## src/rtl/dm_access_ctrl.sv

```systemverilog
// dm_access_ctrl: load/store front end for the dm_4k data memory.
// Takes one request per valid/ready handshake and rejects illegal sizes,
// misaligned and out-of-range accesses before touching memory. Halfword
// stores become two byte writes. Sub-word loads are extracted from the
// returned word and extended. Every accepted request ends in a one-cycle
// response strobe.
module dm_access_ctrl #(
   parameter int unsigned DM_BYTES = 4096
) (
   input  logic        clk,
   input  logic        rst,
   input  logic        req_valid,
   output logic        req_ready,
   input  logic        req_we,
   input  logic [1:0]  req_size,
   input  logic        req_unsigned,
   input  logic [31:0] req_addr,
   input  logic [31:0] req_wdata,
   output logic        rsp_valid,
   output logic [31:0] rsp_rdata,
   output logic        rsp_err,
   output logic [31:0] dm_addr,
   output logic [31:0] dm_din,
   output logic        dm_we,
   output logic        dm_DMop,
   input  logic [31:0] dm_dout
);

   localparam logic [2:0] ST_IDLE = 3'd0;
   localparam logic [2:0] ST_LOAD = 3'd1;
   localparam logic [2:0] ST_STW  = 3'd2;
   localparam logic [2:0] ST_STB  = 3'd3;
   localparam logic [2:0] ST_STH0 = 3'd4;
   localparam logic [2:0] ST_STH1 = 3'd5;
   localparam logic [2:0] ST_RSP  = 3'd6;

   localparam logic [1:0] SZ_BYTE = 2'b00;
   localparam logic [1:0] SZ_HALF = 2'b01;
   localparam logic [1:0] SZ_WORD = 2'b10;

   logic [2:0]  state_q, state_d;
   logic [1:0]  size_q;
   logic        uns_q;
   logic [31:0] addr_q;
   logic [31:0] wdata_q;
   logic [31:0] rdata_q, rdata_d;
   logic        err_q, err_d;

   logic        accept;
   logic        req_err;
   logic [7:0]  byte_lane;
   logic [15:0] half_lane;
   logic [31:0] load_data;

   assign req_ready = (state_q == ST_IDLE);
   assign rsp_valid = (state_q == ST_RSP);
   assign rsp_rdata = rdata_q;
   assign rsp_err   = err_q;
   assign accept    = req_valid & req_ready;

   // Reject illegal size, misaligned half/word and addresses past the end of DM.
   assign req_err = (req_size == 2'b11)
                 || ((req_size == SZ_HALF) && req_addr[0])
                 || ((req_size == SZ_WORD) && (req_addr[1:0] != 2'b00))
                 || (req_addr >= 32'(DM_BYTES));

   // Little-endian lane selection within the word DM returns for addr[11:2].
   assign byte_lane = dm_dout[{addr_q[1:0], 3'b000} +: 8];
   assign half_lane = dm_dout[{addr_q[1], 4'b0000} +: 16];

   // Extract and extend the addressed lane for the latched load size.
   always_comb begin
      // NOTE: every always_comb output gets a default first so no path leaves it unassigned (no latch).
      load_data = '0;
      case (size_q)
         SZ_BYTE: load_data = uns_q ? {24'b0, byte_lane} : {{24{byte_lane[7]}}, byte_lane};
         SZ_HALF: load_data = uns_q ? {16'b0, half_lane} : {{16{half_lane[15]}}, half_lane};
         default: load_data = dm_dout;
      endcase
   end

   // Next state plus the response registers, which only change on entry to RSP.
   always_comb begin
      state_d = state_q;
      rdata_d = rdata_q;
      err_d   = err_q;
      case (state_q)
         ST_IDLE: begin
            if (accept) begin
               if (req_err) begin
                  state_d = ST_RSP;
                  rdata_d = '0;
                  err_d   = 1'b1;
               end else if (!req_we) begin
                  state_d = ST_LOAD;
               end else begin
                  case (req_size)
                     SZ_WORD: state_d = ST_STW;
                     SZ_BYTE: state_d = ST_STB;
                     default: state_d = ST_STH0;
                  endcase
               end
            end
         end
         ST_LOAD: begin
            state_d = ST_RSP;
            rdata_d = load_data;
            err_d   = 1'b0;
         end
         ST_STW, ST_STB, ST_STH1: begin
            state_d = ST_RSP;
            rdata_d = '0;
            err_d   = 1'b0;
         end
         ST_STH0: state_d = ST_STH1;
         ST_RSP:  state_d = ST_IDLE;
         default: state_d = ST_IDLE;
      endcase
   end

   // State and response registers.
   always_ff @(posedge clk or posedge rst) begin
      if (rst) begin
         state_q <= ST_IDLE;
         rdata_q <= '0;
         err_q   <= 1'b0;
      end else begin
         // NOTE: sequential state uses <= so every register samples pre-edge values.
         state_q <= state_d;
         rdata_q <= rdata_d;
         err_q   <= err_d;
      end
   end

   // Request fields are captured only on the accept edge; direction lives in the state.
   always_ff @(posedge clk or posedge rst) begin
      if (rst) begin
         size_q  <= '0;
         uns_q   <= 1'b0;
         addr_q  <= '0;
         wdata_q <= '0;
      end else if (accept) begin
         size_q  <= req_size;
         uns_q   <= req_unsigned;
         addr_q  <= req_addr;
         wdata_q <= req_wdata;
      end
   end

   // DM drive decoded from state; reset forces IDLE so dm_we drops at once.
   always_comb begin
      dm_we   = 1'b0;
      dm_DMop = 1'b0;
      dm_addr = addr_q;
      dm_din  = '0;
      case (state_q)
         ST_STW: begin
            dm_we  = 1'b1;
            dm_din = wdata_q;
         end
         ST_STB, ST_STH0: begin
            dm_we   = 1'b1;
            dm_DMop = 1'b1;
            dm_din  = {24'b0, wdata_q[7:0]};
         end
         ST_STH1: begin
            dm_we   = 1'b1;
            dm_DMop = 1'b1;
            dm_addr = addr_q + 32'd1;
            dm_din  = {24'b0, wdata_q[15:8]};
         end
         default: ;
      endcase
   end

endmodule

```

## config.mk

```make
export PLATFORM = sky130hd
export DESIGN_NAME = dm_access_ctrl
export DESIGN_NICKNAME = d
export VERILOG_FILES = /design/src/rtl/dm_access_ctrl.sv
export SDC_FILE = /design/constraint.sdc
export NUM_CORES = 1
export LEC_CHECK = 0
export ABC_CLOCK_PERIOD_IN_PS = 5050
export CORE_AREA = 2 2 109 111
export CTS_BUF_LIST = sky130_fd_sc_hd__clkbuf_4
export DETAILED_ROUTE_END_ITERATION = 16
export DIE_AREA = 0 0 111 113
export GPL_TIMING_DRIVEN = 0
export PLACE_DENSITY = 0.88
export SLEW_MARGIN = 20
export SYNTH_ARGS = -nofsm -noshare
export SYNTH_HDL_FRONTEND = slang
export SYNTH_SLANG_ARGS = --single-unit
export TNS_END_PERCENT = 10
```

## constraint.sdc

```tcl
create_clock -name clk -period 5.05 [get_ports clk]
set_clock_uncertainty 0.1 [all_clocks]
set_input_delay 0.505 -clock clk [delete_from_list [all_inputs] [get_ports clk]]
set_output_delay 0.505 -clock clk [all_outputs]
set_load 0.05 [all_outputs]
```

==> results of run 1 <==
[through the flow]
stage	cell area [um2]	power (mW)	cells
final	7930	5.47	876
after global routing	7930	5.74	876
after CTS	7930	5.49	875
after detailed placement	7800	5.06	860
after global placement	7770	4.96	859
after floorplan	5560	3.88	513
[cells by family after synthesis]
group	count (synthesis)
AOI/OAI and AO/OA	90
buffers and inverters	46
adders and majority gates	1
xor gates and xnor gates	31
and+or+nand+nor	166
DFF	103
muxes	76
[final timing paths]
| check | to | slack (ns) | cells after the start |
|---|---|---|---|
| worst max-delay path | dm_addr[14] | 1.21 | 7 |
| worst min-delay path | wdata_q[7] | 0.32 | 2 |
| worst max register to register | rsp_rdata[28] | 2.78 | 6 |
| worst min register to register | rsp_rdata[8] | 0.41 | 1 |
| max in group asynchronous | addr_q[12] | 3.89 | 3 |
| min in group clk | rsp_rdata[8] | 0.41 | 1 |
[worst max-delay path, delay by kind of cell, from the launching register on]
family        cells  cell delay [ns]
buf+inv           3             1.31
flops             1             0.45
xor+xnor          1             0.18
simple gates      3             0.82
[routing by layer]
| layer | global-route usage [%] | vias up |
|---|---|---|
| met5 | 0 | - |
| met4 | 10.9 | 0 |
| met3 | 8.68 | 33 |
| met2 | 45.2 | 199 |
| met1 | 32.1 | 2415 |
| li1 | - | 2286 |
[power breakdown]
| group | total [mW] | switching, mW | internal, mW |
|---|---|---|---|
| sequential | 1.56 | 0.333 | 1.22 |
| combinational | 3.49 | 2.19 | 1.30 |
| clock | 0.422 | 0.274 | 0.147 |
[synth_stat cells, types with 13 or more instances]
| cell | n |
|---|---|
| a22o_1 | 17 |
| and3_1 | 28 |
| clkbuf_1 | 15 |
| dfrtp_1 | 103 |
| mux2_2 | 61 |
| mux2i_1 | 15 |
| nand2_1 | 37 |
| nand2b_1 | 26 |
| nand3_1 | 13 |
| o21ai_0 | 30 |
| xnor2_1 | 16 |
| xor2_1 | 15 |
[sequential cells by signal (all words and copies together) (netlist names)]
name / flops
addr_q: 32
rsp_err: 1
rsp_rdata: 32
size_q: 2
state_q: 3
uns_q: 1
wdata_q: 32
[cell type report]
class,instances,area share (%)
diodes,1,0.0315
plain buffers,33,2.18
clock buffers,9,0.852
clock inverters,6,0.757
inverters,13,0.678
multi-input cells,364,34.8
flip-flops and latches,103,32.5
well taps,143,2.26
repair buffers,204,26.0
==> run_results.csv, run 1 <==
group,metric,value,unit
outcome,status,"complete, no violations",
clock_network,cts_tree,"built",
drt,drc,0,
synthesis,yosys-top-cells-area,"dfrtp_1 46%, mux2_2 12%, and3_1 3.2%",
critical_path,end_kind,"primary output",
critical_path,cp_max_fo,10,
critical_path,r2r_start,"state_q[1]",
floorplanning,die_area,0.0125,mm2
clock_network,clockBufferDepth,2,
timing,worstMarginPinSlew,0.679,ns
clock_network,cts_setup_buffers,0,
drt,met1_length,6.71,mm
synthesis,synth.avg_cell_area,10.8,um2
power,leakagePower,3.27,nW
drt,route.met2.wl,8.14,mm
synthesis,synth_top_family_by_area,"simple AND/OR/NAND/NOR gates",
final_layout,fin_util,70.4,%
timing,post-route-min-period,3.84,ns
timing,finalWorstSetupSlack,1.21,ns
clock_network,cts_sinks,103,
clock_network,htree_levels,3,
timing,maxSlewViolCount,0,
timing,rsz0062_at_grt,"false",
floorplanning,fp-row-count,39,
synthesis,yosysTopAreaCell,"dfrtp_1",
synthesis,yosys.area_share.simple,17.6,%
synthesis,yosysSeqAreaShare,46.4,%
grt,antenna_found_initial,1,
critical_path,crit_type,"register to primary output",
placement,place.gp.congestion,0.938,
grt,grt_pass1_wl,26.7,mm
critical_path,crit_path_start_kind,"register",
synthesis,synth_seq_cells,103,
final_layout,drive_gt1_share,14.5,%
grt,grt_max_degree,59,
flow_run,drv_cap,0,
drt,top_layer_used,"met4",
final_layout,layout_common_cells,"203 x clkdlybuf4s50_1, 103 x dfrtp_1, 61 x mux2_2",
placement,pre_cts_ws,1.73,ns
drt,viasPerCell,5.63,
clock_network,cts-root-buf,"clkbuf_4",
drt,first_iter_violations,307,
drt,drtAntennaViolNets,0,
drt,wl_met3,1.39,mm
clock_network,cts_made_buffers,9,
final_layout,area.sequential,0.00258,mm2
final_layout,num-nets-final,832,
synthesis,synthAdderAreaFrac,0.225,%
floorplanning,io_pins,204,
floorplanning,dieWidth,111,um
drt,routed_wl,16.7,mm
synthesis,syn_nets,617,
synthesis,synth_compound_area_share,11.9,%
critical_path,crit_required,4.45,ns
timing,setup_viol,0,
critical_path,cpPeakStageDelay,0.83,ns
critical_path,worstPathCellList,"buf_4 > and4b_1 > clkbuf_1 > nand3_1 > nor3_1 > xor2_1 > clkdlybuf4s50_1",
grt,grt_usage,26.9,%
placement,hpwl,12.9,mm
synthesis,netlist_area,0.00556,mm2
floorplanning,initial_core_util,49.3,%
placement,io_buffer_count,203,
grt,grt_pass1_vias,5218,
final_layout,final_common_cell,"clkdlybuf4s50_1",
synthesis,synthCells,513,
timing,max_freq,0.261,GHz
synthesis,synth_async_sr_flop_share,100,%
drt,vias,4933,
synthesis,yosys.area.top_type_share,46.4,%
critical_path,crit_start,"state_q[1]",
synthesis,synth.mux.area_fraction,15.1,%
synthesis,synth_edf_count,0,
timing,finalCritPeriodShare,76.0,%
power,irDropWorstVdd,0.459,mV
grt,grt_overflow,0,
timing,fin_tns_setup,0,ns
power,power.density,689,mW/mm2
synthesis,synth_xor_area_share,4.88,%
clock_network,postCtsHoldBufs,0,
drt,dr.pass1.iters,4,
timing,hold_viol_final,0,
floorplanning,fp.dieH,113,um
clock_network,cts_resized,0,
clock_network,clkTransAtPathRegs,0.16,ns
critical_path,arrival,3.23,ns
synthesis,yosys.cell_types.count,50,
floorplanning,fp.coreArea,0.0113,mm2
timing,max_slew_margin,54.4,%
final_layout,multiInputGateArea,0.00276,mm2
timing,hold_ws,0.316,ns
hold_path,hold_path_class,"primary input to asynchronous set/reset pin",
critical_path,slowest_stage,"clkdlybuf4s50_1",
final_layout,area_growth,42.7,%
synthesis,ys_warn_count,0,
clock_network,clock_latency,0.47,ns
synthesis,synth-main-ff-cell,"dfrtp_1",
final_layout,n_fill_cell,855,
drt,wire_per_inst,19.1,um
Power figures use the tool's default switching activity.
==> run 2: changes to the inputs <==
--- a/config.mk
+++ b/config.mk
@@ -5,13 +5,13 @@
 export SDC_FILE = /design/constraint.sdc
 export NUM_CORES = 1
 export LEC_CHECK = 0
-export ABC_CLOCK_PERIOD_IN_PS = 5050
-export CORE_AREA = 2 2 109 111
+export ABC_CLOCK_PERIOD_IN_PS = 3800
+export CORE_AREA = 2 2 113 115
 export CTS_BUF_LIST = sky130_fd_sc_hd__clkbuf_4
 export DETAILED_ROUTE_END_ITERATION = 16
-export DIE_AREA = 0 0 111 113
+export DIE_AREA = 0 0 115 117
 export GPL_TIMING_DRIVEN = 0
-export PLACE_DENSITY = 0.88
+export PLACE_DENSITY = 0.83
 export SLEW_MARGIN = 20
 export SYNTH_ARGS = -nofsm -noshare
 export SYNTH_HDL_FRONTEND = slang
==> constraint.sdc (replaced) <==
create_clock -name clk -period 3.8 [get_ports clk]
set_clock_uncertainty 0.1 [all_clocks]
set_input_delay 0.38 -clock clk [delete_from_list [all_inputs] [get_ports clk]]
set_output_delay 0.38 -clock clk [all_outputs]
set_load 0.05 [all_outputs]
==> run 2 against run 1 <==
  * Total power rose by 35%
  * Via count rose by 0.55%
  * Flip-flop and latch count did not move
  * Critical path type unchanged
==> run_results.csv, run 2 (same netlist as run 1, synthesis figures left out) <==
group,metric,value,unit
outcome,status,"complete, no violations",
clock_network,htree_levels,3,
timing,max_freq,0.278,GHz
final_layout,num-nets-final,832,
final_layout,diodes,0,
final_layout,area_growth,44.4,%
floorplanning,initial_core_util,45.2,%
drt,dr.pass1.iters,4,
clock_network,cts-root-buf,"clkbuf_4",
timing,finalWorstSetupSlack,0.199,ns
power,power.total,7.40,mW
critical_path,worstPathCellList,"buf_2 > and3b_1 > clkbuf_1 > nand4_1 > nor3_1 > xor2_1 > clkdlybuf4s50_1",
timing,maxSlewViolCount,0,
clock_network,cts_sinks,103,
clock_network,clockBufferDepth,2,
timing,hold_viol_final,0,
timing,post-route-min-period,3.60,ns
critical_path,path_buf_inv,3,
timing,max_slew_margin,55.3,%
drt,vias,4960,
clock_network,cts_made_buffers,9,
timing,fin_tns_setup,0,ns
placement,pre_cts_ws,0.581,ns
clock_network,clock_latency,0.48,ns
power,leakagePower,3.43,nW
final_layout,final_common_cell,"clkdlybuf4s50_1",
critical_path,cp_max_fo,10,
placement,placed_cell_area,0.00781,mm2
drt,routed_wl,16.8,mm
critical_path,end_kind,"primary output",
grt,grt_max_degree,55,
placement,hpwl,13.0,mm
grt,grt_usage,25.4,%
critical_path,crit_path_start_kind,"register",
critical_path,crit_required,3.32,ns
critical_path,path_delay_family,"buffers and inverters",
critical_path,crit_type,"register to primary output",
timing,finalCritPeriodShare,94.8,%
critical_path,slowest_stage,"clkdlybuf4s50_1",
drt,first_iter_violations,221,
placement,place.gp.congestion,0.894,
timing,rsz0062_at_grt,"false",
clock_network,clkTransAtPathRegs,0.16,ns
hold_path,hold_path_class,"primary input to asynchronous set/reset pin",
critical_path,cpPeakStageDelay,0.83,ns
drt,viasPerCell,5.62,
grt,grt_overflow,0,
drt,drc,0,
final_layout,layout_common_cells,"190 x clkdlybuf4s50_1, 103 x dfrtp_1, 61 x mux2_2",
grt,grt_pass1_wl,26.3,mm
critical_path,arrival,3.12,ns
flow_run,drv_cap,0,
power,power.density,922,mW/mm2
placement,io_buffer_count,203,
grt,antenna_found_initial,0,
timing,hold_ws,0.169,ns
floorplanning,dieWidth,115,um
floorplanning,fp-row-count,41,
drt,drtAntennaViolNets,0,
drt,wire_per_inst,19.0,um
timing,worstMarginPinSlew,0.671,ns
timing,setup_viol,0,
grt,grt_pass1_vias,5184,
final_layout,design_area,0.00803,mm2
floorplanning,fp.coreArea,0.0123,mm2
floorplanning,fp.dieH,117,um
final_layout,drive_gt1_share,14.7,%
clock_network,cts_setup_buffers,0,
floorplanning,io_pins,204,
clock_network,cts_tree,"built",
floorplanning,die_area,0.0135,mm2
power,irDropWorstVdd,0.568,mV
[run 2: report_power, final]
group / internal (mW) / switching [mW]
clock: 0.340 / 0.382
combinational: 1.72 / 2.88
sequential: 1.62 / 0.453
[run 2: metrics by stage]
step	util, %	std cells
final	65.2	883
after global routing	65.2	883
after CTS	64.9	883
after detailed placement	63.4	867
after global placement	63.2	866
after floorplan	-	513
[run 2: cell type report]
type	count	area, um2
plain buffers	33	173
clock buffers	10	75.1
clock inverters	6	108
fillers	1008	4290
inverters	13	53.8
multi-input cells	364	2760
flip-flops and latches	103	2580
well taps	150	188
repair buffers	204	2090
[run 2: routing by layer]
metal | vias to the layer above | track usage, % | part of all wire (%)
met2 | 203 | 43.1 | 50
li1 | 2287 | - | -
met5 | - | 0 | 0
met4 | 0 | 11.4 | 3.1
met3 | 33 | 7.67 | 7.9
met1 | 2437 | 29.8 | 39
[run 2: timing repair]
action	4_1_cts	5_1_grt
hold buffers	0	0
endpoints found under the setup margin	0	13
gates resized for setup	0	13
[run 2: final timing paths]
path	startpoint	endpoint	slack (ns)	depth (start not counted)
worst max-delay path	state_q[2]	dm_addr[25]	0.20	7
worst max register to register	state_q[1]	rsp_rdata[19]	1.51	6
min in group clk	req_addr[30]	addr_q[30]	0.39	3
max in group asynchronous	rst	rsp_rdata[19]	2.78	3
worst min register to register	rsp_rdata[4]	rsp_rdata[4]	0.42	1
worst min-delay path	rst	wdata_q[7]	0.17	2
